**src/rtl/dmem_arbiter.sv**
```systemverilog
// Two-port arbiter in front of a single-port data memory: core (c_*) and debug/loader (d_*)
// requesters, one transaction in flight, round-robin or core-first arbitration.
module dmem_arbiter #(
  parameter int AW         = 32,
  parameter int DW         = 32,
  parameter int MEM_LAT    = 1,
  parameter int FIXED_PRIO = 0
) (
  input  logic          clk,
  input  logic          rst,
  input  logic          c_req,
  input  logic          c_we,
  input  logic [AW-1:0] c_addr,
  input  logic [DW-1:0] c_wdata,
  output logic          c_gnt,
  output logic          c_done,
  output logic [DW-1:0] c_rdata,
  input  logic          d_req,
  input  logic          d_we,
  input  logic [AW-1:0] d_addr,
  input  logic [DW-1:0] d_wdata,
  output logic          d_gnt,
  output logic          d_done,
  output logic [DW-1:0] d_rdata,
  output logic          m_en,
  output logic          m_we,
  output logic [AW-1:0] m_addr,
  output logic [DW-1:0] m_wdata,
  input  logic [DW-1:0] m_rdata
);

  localparam int CW = $clog2(MEM_LAT + 1);

  typedef enum logic [1:0] {S_IDLE, S_ACCESS, S_WAIT, S_DONE} state_t;
  typedef enum logic {OWN_CORE, OWN_DEBUG} owner_t;

  state_t        state, state_nx;
  owner_t        owner, last_owner, pick;
  logic [CW-1:0] cnt, cnt_nx;
  logic          start, capture;
  logic          we_q;
  logic [AW-1:0] addr_q;
  logic [DW-1:0] wdata_q;
  logic [DW-1:0] c_rdata_q, d_rdata_q;

  // On a tie the port that did not own the previous transaction wins, unless core-first.
  always_comb begin
    pick = OWN_CORE;
    if (c_req && d_req)
      pick = (FIXED_PRIO != 0 || last_owner == OWN_DEBUG) ? OWN_CORE : OWN_DEBUG;
    else if (d_req)
      pick = OWN_DEBUG;
  end

  always_comb begin
    state_nx = state;
    cnt_nx   = cnt;
    start    = 1'b0;
    capture  = 1'b0;
    case (state)
      S_IDLE: begin
        if (c_req || d_req) begin
          start    = 1'b1;
          state_nx = S_ACCESS;
        end
      end
      S_ACCESS: begin
        cnt_nx   = CW'(MEM_LAT - 1);
        state_nx = S_WAIT;
      end
      // WAIT lasts MEM_LAT cycles; the last one is the cycle m_rdata is valid.
      S_WAIT: begin
        if (cnt == '0) begin
          capture  = 1'b1;
          state_nx = S_DONE;
        end else begin
          cnt_nx = cnt - 1'b1;
        end
      end
      S_DONE:  state_nx = S_IDLE;
      default: state_nx = S_IDLE;
    endcase
  end

  always_ff @(posedge clk or negedge rst) begin
    if (!rst) begin
      state <= S_IDLE;
      cnt   <= '0;
    end else begin
      state <= state_nx;
      cnt   <= cnt_nx;
    end
  end

  always_ff @(posedge clk or negedge rst) begin
    if (!rst) begin
      owner      <= OWN_CORE;
      last_owner <= OWN_DEBUG;
      we_q       <= 1'b0;
      addr_q     <= '0;
      wdata_q    <= '0;
    end else if (start) begin
      owner      <= pick;
      last_owner <= pick;
      we_q       <= (pick == OWN_CORE) ? c_we    : d_we;
      addr_q     <= (pick == OWN_CORE) ? c_addr  : d_addr;
      wdata_q    <= (pick == OWN_CORE) ? c_wdata : d_wdata;
    end
  end

  always_ff @(posedge clk or negedge rst) begin
    if (!rst) begin
      c_rdata_q <= '0;
      d_rdata_q <= '0;
    end else if (capture && !we_q) begin
      if (owner == OWN_CORE) c_rdata_q <= m_rdata;
      else                   d_rdata_q <= m_rdata;
    end
  end

  assign c_gnt   = (state != S_IDLE) && (owner == OWN_CORE);
  assign d_gnt   = (state != S_IDLE) && (owner == OWN_DEBUG);
  assign c_done  = (state == S_DONE) && (owner == OWN_CORE);
  assign d_done  = (state == S_DONE) && (owner == OWN_DEBUG);
  assign c_rdata = c_rdata_q;
  assign d_rdata = d_rdata_q;
  assign m_en    = (state == S_ACCESS);
  assign m_we    = m_en & we_q;
  assign m_addr  = addr_q;
  assign m_wdata = wdata_q;

endmodule

```
**config.mk**
```make
export PLATFORM = sky130hd
export DESIGN_NAME = dmem_arbiter
export DESIGN_NICKNAME = d
export VERILOG_FILES = /design/src/rtl/dmem_arbiter.sv
export SDC_FILE = /design/constraint.sdc
export NUM_CORES = 1
export LEC_CHECK = 0
export CAP_MARGIN = 20
export CORE_ASPECT_RATIO = 1.25
export CORE_MARGIN = 2
export CORE_UTILIZATION = 42
export CTS_CLUSTER_SIZE = 10
export DETAILED_ROUTE_END_ITERATION = 10
export PLACE_DENSITY = 0.83
export SETUP_SLACK_MARGIN = 0.02
export SYNTH_ARGS = -nofsm -noshare
export SYNTH_HDL_FRONTEND = slang
export SYNTH_SLANG_ARGS = --single-unit
```
**constraint.sdc**
```tcl
create_clock -name clk -period 2.69 [get_ports clk]
set_input_delay 0.269 -clock clk [delete_from_list [all_inputs] [get_ports clk]]
set_output_delay 0.269 -clock clk [all_outputs]
set_load 0.02 [all_outputs]
```
==> flow_summary.ini, run 1 <==
[yosys]
yosys-top-cells-area = dfrtp_1, mux2_2, a21oi_1
yosysWarnings = 0
synth_seq_area_share = 0.596
synth_top_area_share = 0.591
syn_inst = 517
synth_seq_cells = 133
synth_cell_types = 24
avgSynthCellArea_um2 = 10.8
synth_area_leader_cell = dfrtp_1
syn_nets = 688
synth_area_um2 = 5590

[clock_tree]
clk_path_buf_depth = 2
numCtsBuffers = 17
worstSkewPairLatency_ps = 410
cts-root-buf = clkbuf_16
cts_tree = yes
cts.sinks = 133
clk_pin_slew_ps = 60
cts.htree.levels = 4

[pwr]
switching_power_uw = 4530
seq_power_share = 0.303
vdd_drop_max_uv = 748
pwr-share-clk = 0.204
power_density_nw_per_um2 = 1280
intPower_uw = 7520
p_comb_frac = 0.493
p_total_uw = 12000
swShare = 0.376
p_leak_uw = 0.00396

[timing]
relSlewSlack = 0.567
rsz0062_at_grt = no
tightest_slew_ps = 649
fin_worst_skew_ps = 9.03
final-hold-violation-count = 0
period_needed_ps = 2290
tns_ps = 0
setup_violations = 0
clock.fmax_ghz = 0.436
fin_hold_ws_ps = 398
slew_violations = 0
fin_crit_sh = 0.852
timing.final.ws_setup_ps = 398

[worst_setup_path]
worst_path_dominant_cell_family = buffers and inverters
path_buf_inv = 2
crit_slowest_cell = clkdlybuf4s50_1
startpoint_type = flop
crit_chain = inv_1 -> ha_1 -> nor2_1 -> clkdlybuf4s50_1
critPathMaxStageDelay_ps = 660
critPathCaptureType = output port
critPathArrivalTime_ps = 2020
worstPathRequired_ps = 2420
path_max_fanout = 8
path_class = reg2out

[place]
gp_congestion = 0.801
place_ws_ps = 655
place_hpwl_mm = 12.9
dpl.cell_count = 961
port_buffers = 299

[die]
dieArea_um2 = 14200
ioPinCount = 300
coreArea_um2 = 13100
row_count = 47
dieHeight_um = 133
start_util = 0.426
chipWidth_um = 107

[status]
outcome = finished, final reports clean

[detailed_routing]
final_antenna_net_count = 0
post_drt_wl_per_cell_um = 18.0
drc_errors = 0
wirelength_mm = 17.9
dr.first_iter.drc_count = 192
drt_pre_antenna_iters = 4
post_drt_via_cell_ratio = 5.11
num_vias = 5073

[layout]
syn_to_final_growth_pct = 67.8
diodes = 0
nets = 981
drive_gt1_frac = 0.136
layout_commonest_cell = clkdlybuf4s50_1
final_cell_mix = clkdlybuf4s50_1, a21oi_1, dfrtp_1
instances_no_fill = 993

[run]
maxCapViolCount = 0

[global_route]
grt_max_degree = 68
antenna_found_initial = 0
grt_use_total = 0.250
grt_pass1_vias = 5375
overflow = 0
grt_pass1_wl_mm = 27.6

[hold_path]
holdCritPathClass = in2reg
[worst reg2reg max path, delay by kind of cell, from the launching register on]
| family | cells | cell delay [ps] |
|---|---|---|
| fa+ha+maj | 1 | 390 |
| flops | 1 | 400 |
| compound gates | 2 | 560 |
| simple gates | 1 | 110 |
| buf+inv | 2 | 430 |
[cell usage after synthesis]
| library cell | n |
|---|---|
| a21bo_2 | 1 |
| a21boi_2 | 1 |
| a21oi_1 | 132 |
| a22o_1 | 1 |
| a31oi_1 | 1 |
| and2_1 | 2 |
| buf_1 | 1 |
| buf_2 | 21 |
| buf_4 | 9 |
| clkbuf_1 | 4 |
| dfrtp_1 | 132 |
| dfstp_2 | 1 |
| ha_1 | 5 |
| inv_1 | 2 |
| mux2_2 | 65 |
| nand2_1 | 65 |
| nand3b_1 | 1 |
| nor2_1 | 66 |
| nor2b_1 | 2 |
| nor3_1 | 1 |
| nor3b_1 | 1 |
| nor3b_4 | 1 |
| o21a_1 | 1 |
| o21ai_1 | 1 |
[power by group through the flow]
stage                     sequential, uW  clock [uW]  combinational (uW)
after CTS                           3650        2500                6000
after global routing                3760        2610                6310
final                               3650        2460                5940
after global placement              3590           0                5810
after floorplan                     4780           0                1880
after detailed placement            3660           0                5950
[kinds of logic (layout without fill, tap and decap cells)]
kind of cell,Yosys count,in the layout,share of synthesized area
adders and majority gates,5,5,0.0112
AOI/OAI and AO/OA,138,138,0.127
DFF,133,133,0.596
and+or+nand+nor,139,139,0.0994
buffers and inverters,37,342,0.0356
muxes,65,65,0.131
[layer usage]
layer	share of wire	vias to the layer above	GRT usage
met1	0.36	2450	0.268
met2	0.53	236	0.448
met4	0.033	0	0.102
li1	-	2342	-
met3	0.080	45	0.0837
met5	0	-	0
[final cells by class]
| class | instances | area, um^2 |
|---|---|---|
| Multi-Input combinational cell | 347 | 2080 |
| Timing Repair Buffer | 309 | 3120 |
| Tap cell | 171 | 214 |
| Inverter | 2 | 7.51 |
| Clock buffer | 17 | 425 |
| Fill cell | 931 | 3730 |
| Sequential cell | 133 | 3330 |
| Clock inverter | 14 | 201 |
[worst paths after layout]
check | slack [ps] | cells after the start | end | startpoint
worst max-delay path | 400 | 4 | c_gnt | state[0]$_DFFE_PN0P_
worst min-delay path | 400 | 3 | m_wdata[27]$_DFFE_PN0P_ | c_wdata[27]
worst max register to register | 730 | 6 | m_addr[3]$_DFFE_PN0P_ | state[0]$_DFFE_PN0P_
worst min register to register | 500 | 1 | d_rdata[17]$_DFFE_PN0P_ | d_rdata[17]$_DFFE_PN0P_
max in group asynchronous | 1450 | 3 | c_rdata[8]$_DFFE_PN0P_ | rst
min in group asynchronous | 420 | 2 | c_rdata[20]$_DFFE_PN0P_ | rst
[state kept, by name, summed over array words and instances (netlist names)]
| name | flops |
|---|---|
| last_owner | 1 |
| m_addr | 32 |
| owner | 1 |
| we_q | 1 |
| m_wdata | 32 |
| state | 2 |
| c_rdata | 32 |
| d_rdata | 32 |
[through the flow]
stage / util / cell area (um^2)
2_1_floorplan: - / 5590
3_3_place_gp: 0.667 / 8740
3_5_place_dp: 0.667 / 8740
4_1_cts: 0.715 / 9380
5_1_grt: 0.715 / 9380
6_report: 0.715 / 9380
[repair_timing]
action / CTS / global route
endpoints found under the hold margin: 64 / 0
hold buffers: 1 / 0
resized for setup: 0 / 0
setup buffers: 0 / 0
No activity file was read; power rests on OpenSTA's default activity.
==> inputs of run 2 (changes only) <==
- CORE_UTILIZATION: 42 -> 39
- PLACE_DENSITY: 0.83 -> 0.78
- clock period: 2.69 -> 2.15 ns (I/O delays scaled with it)
==> run 2 against run 1 <==
Against the previous run: die area grew 7.4%; core utilization shrank 4.1 points; design area rose by 0.17%; clock skew down 0.92 ps; critical path depth is 1 lower; non-clock buffer count grew 4; sequential power up 24%; first-iteration DRC count shrank 2.6%; critical path type unchanged; largest cell class unchanged; highest routed layer unchanged.
==> flow_summary.ini, run 2 (same netlist as run 1, synthesis figures left out) <==
[clock_tree]
worstSkewPairLatency_ps = 410
clk_path_buf_depth = 2
clk_pin_slew_ps = 60
cts-root-buf = clkbuf_16
cts_tree = yes
cts.htree.levels = 4
cts.sinks = 133
numCtsBuffers = 17

[place]
place_hpwl_mm = 13.6
port_buffers = 299
place_area_um2 = 8820
gp_congestion = 0.804

[die]
dieArea_um2 = 15300
chipWidth_um = 111
start_util = 0.401
coreArea_um2 = 13900
row_count = 48
dieHeight_um = 138
ioPinCount = 300

[timing]
fin_crit_sh = 0.928
period_needed_ps = 2000
rsz0062_at_grt = no
fin_worst_skew_ps = 8.11
relSlewSlack = 0.597
slew_violations = 0
setup_violations = 0
clock.fmax_ghz = 0.501
tightest_slew_ps = 604
final-hold-violation-count = 0
tns_ps = 0

[pwr]
pwr-share-clk = 0.186
intPower_uw = 9130
switching_power_uw = 5690
swShare = 0.384
p_comb_frac = 0.507
seq_power_share = 0.307
p_leak_uw = 0.00396
power_density_nw_per_um2 = 1580
vdd_drop_max_uv = 910

[worst_setup_path]
crit_chain = ha_1 -> nor2b_1 -> clkdlybuf4s50_1
path_max_fanout = 4
crit_slowest_cell = clkdlybuf4s50_1
worstPathRequired_ps = 1930
path_class = reg2out
critPathCaptureType = output port
startpoint_type = flop
critPathMaxStageDelay_ps = 680
critPathArrivalTime_ps = 1780

[detailed_routing]
dr.first_iter.drc_count = 187
drc_errors = 0
post_drt_via_cell_ratio = 5.08
post_drt_wl_per_cell_um = 18.2
drt_pre_antenna_iters = 5
wirelength_mm = 18.3
final_antenna_net_count = 0
num_vias = 5089

[hold_path]
holdCritPathClass = in2reg

[layout]
stdcell_area_um2 = 9400
final_cell_mix = clkdlybuf4s50_1, a21oi_1, dfrtp_1
seq_area_um2 = 3330
nets = 985
diodes = 0
multi_input_area_um2 = 2080
syn_to_final_growth_pct = 68.1
num-fill-cells = 1097
layout_commonest_cell = clkdlybuf4s50_1
drive_gt1_frac = 0.140

[global_route]
antenna_found_initial = 0
grt_pass1_vias = 5499
grt_max_degree = 59
grt_use_total = 0.235
overflow = 0
grt_pass1_wl_mm = 28.2

[status]
outcome = finished, final reports clean

[run]
maxCapViolCount = 0
-- run 2: cell types whose count changed in the layout (fill, tap and decap cells not counted), moves of 3 or more --
cell | before | now
buf_12 | 4 | 8
bufinv_16 | 4 | 1
clkdlybuf4s50_1 | 298 | 295
clkinvlp_4 | 1 | 4
dlygate4sd2_1 | 0 | 3
-- run 2: final timing paths --
kind,from,to,slack (ps),depth (start not counted)
max in group asynchronous,rst,m_addr[8]$_DFFE_PN0P_,1070,3
min,c_wdata[11],m_wdata[11]$_DFFE_PN0P_,350,3
min reg2reg,d_rdata[27]$_DFFE_PN0P_,d_rdata[27]$_DFFE_PN0P_,500,1
max reg2reg,state[0]$_DFFE_PN0P_,state[1]$_DFFE_PN0P_,270,4
min in group asynchronous,rst,c_rdata[25]$_DFFE_PN0P_,360,2
max,state[1]$_DFFE_PN0P_,c_done,150,3
-- run 2: critical path: cells and delay by family (launching register included) --
family | cells | cell delay [ps]
flip-flops | 1 | 390
buffers and inverters | 1 | 680
adder cells (fa/ha/maj) | 1 | 170
AND/OR/NAND/NOR | 1 | 130
-- run 2: metrics by stage --
step | setup slack, ps | utilization | power (uW) | cells | hold WS [ps]
after detailed placement | 317 | 0.633 | 12200 | 969 | 265
after global placement | 399 | 0.633 | 11900 | 969 | 255
after floorplan | 569 | - | 8320 | 517 | -80.6
after global routing | 72.0 | 0.674 | 15600 | 1002 | 347
final | 155 | 0.674 | 14800 | 1002 | 349
after CTS | 126 | 0.674 | 15000 | 1002 | 331
-- run 2: routing by layer --
metal,vias to the layer above,GRT usage,share of wire
met1,2464,0.253,0.37
met4,0,0.0953,0.029
met3,38,0.0739,0.073
met2,244,0.434,0.53
li1,2343,-,-
met5,-,0,0
-- run 2: repair_timing --
action	4_1_cts	5_1_grt
buffers inserted	0	0
hold buffers	1	0
gates resized for setup	3	0
hold endpoints to repair	41	0
setup endpoints to repair	3	0
-- run 2: layout make-up --
cell class	instances	area share
Clock inverter	13	0.0131
Inverter	2	0.000799
Sequential cell	133	0.354
Multi-Input combinational cell	347	0.221
Clock buffer	19	0.0471
Timing Repair Buffer	313	0.340
Tap cell	175	0.0233
-- run 2: power by group through the flow --
stage / clock network, uW / registers [uW] / logic, uW
3_3_place_gp: 0 / 4480 / 7390
4_1_cts: 2810 / 4550 / 7590
6_report: 2760 / 4540 / 7510
3_5_place_dp: 0 / 4580 / 7580
5_1_grt: 2930 / 4690 / 7980
2_1_floorplan: 0 / 5980 / 2350
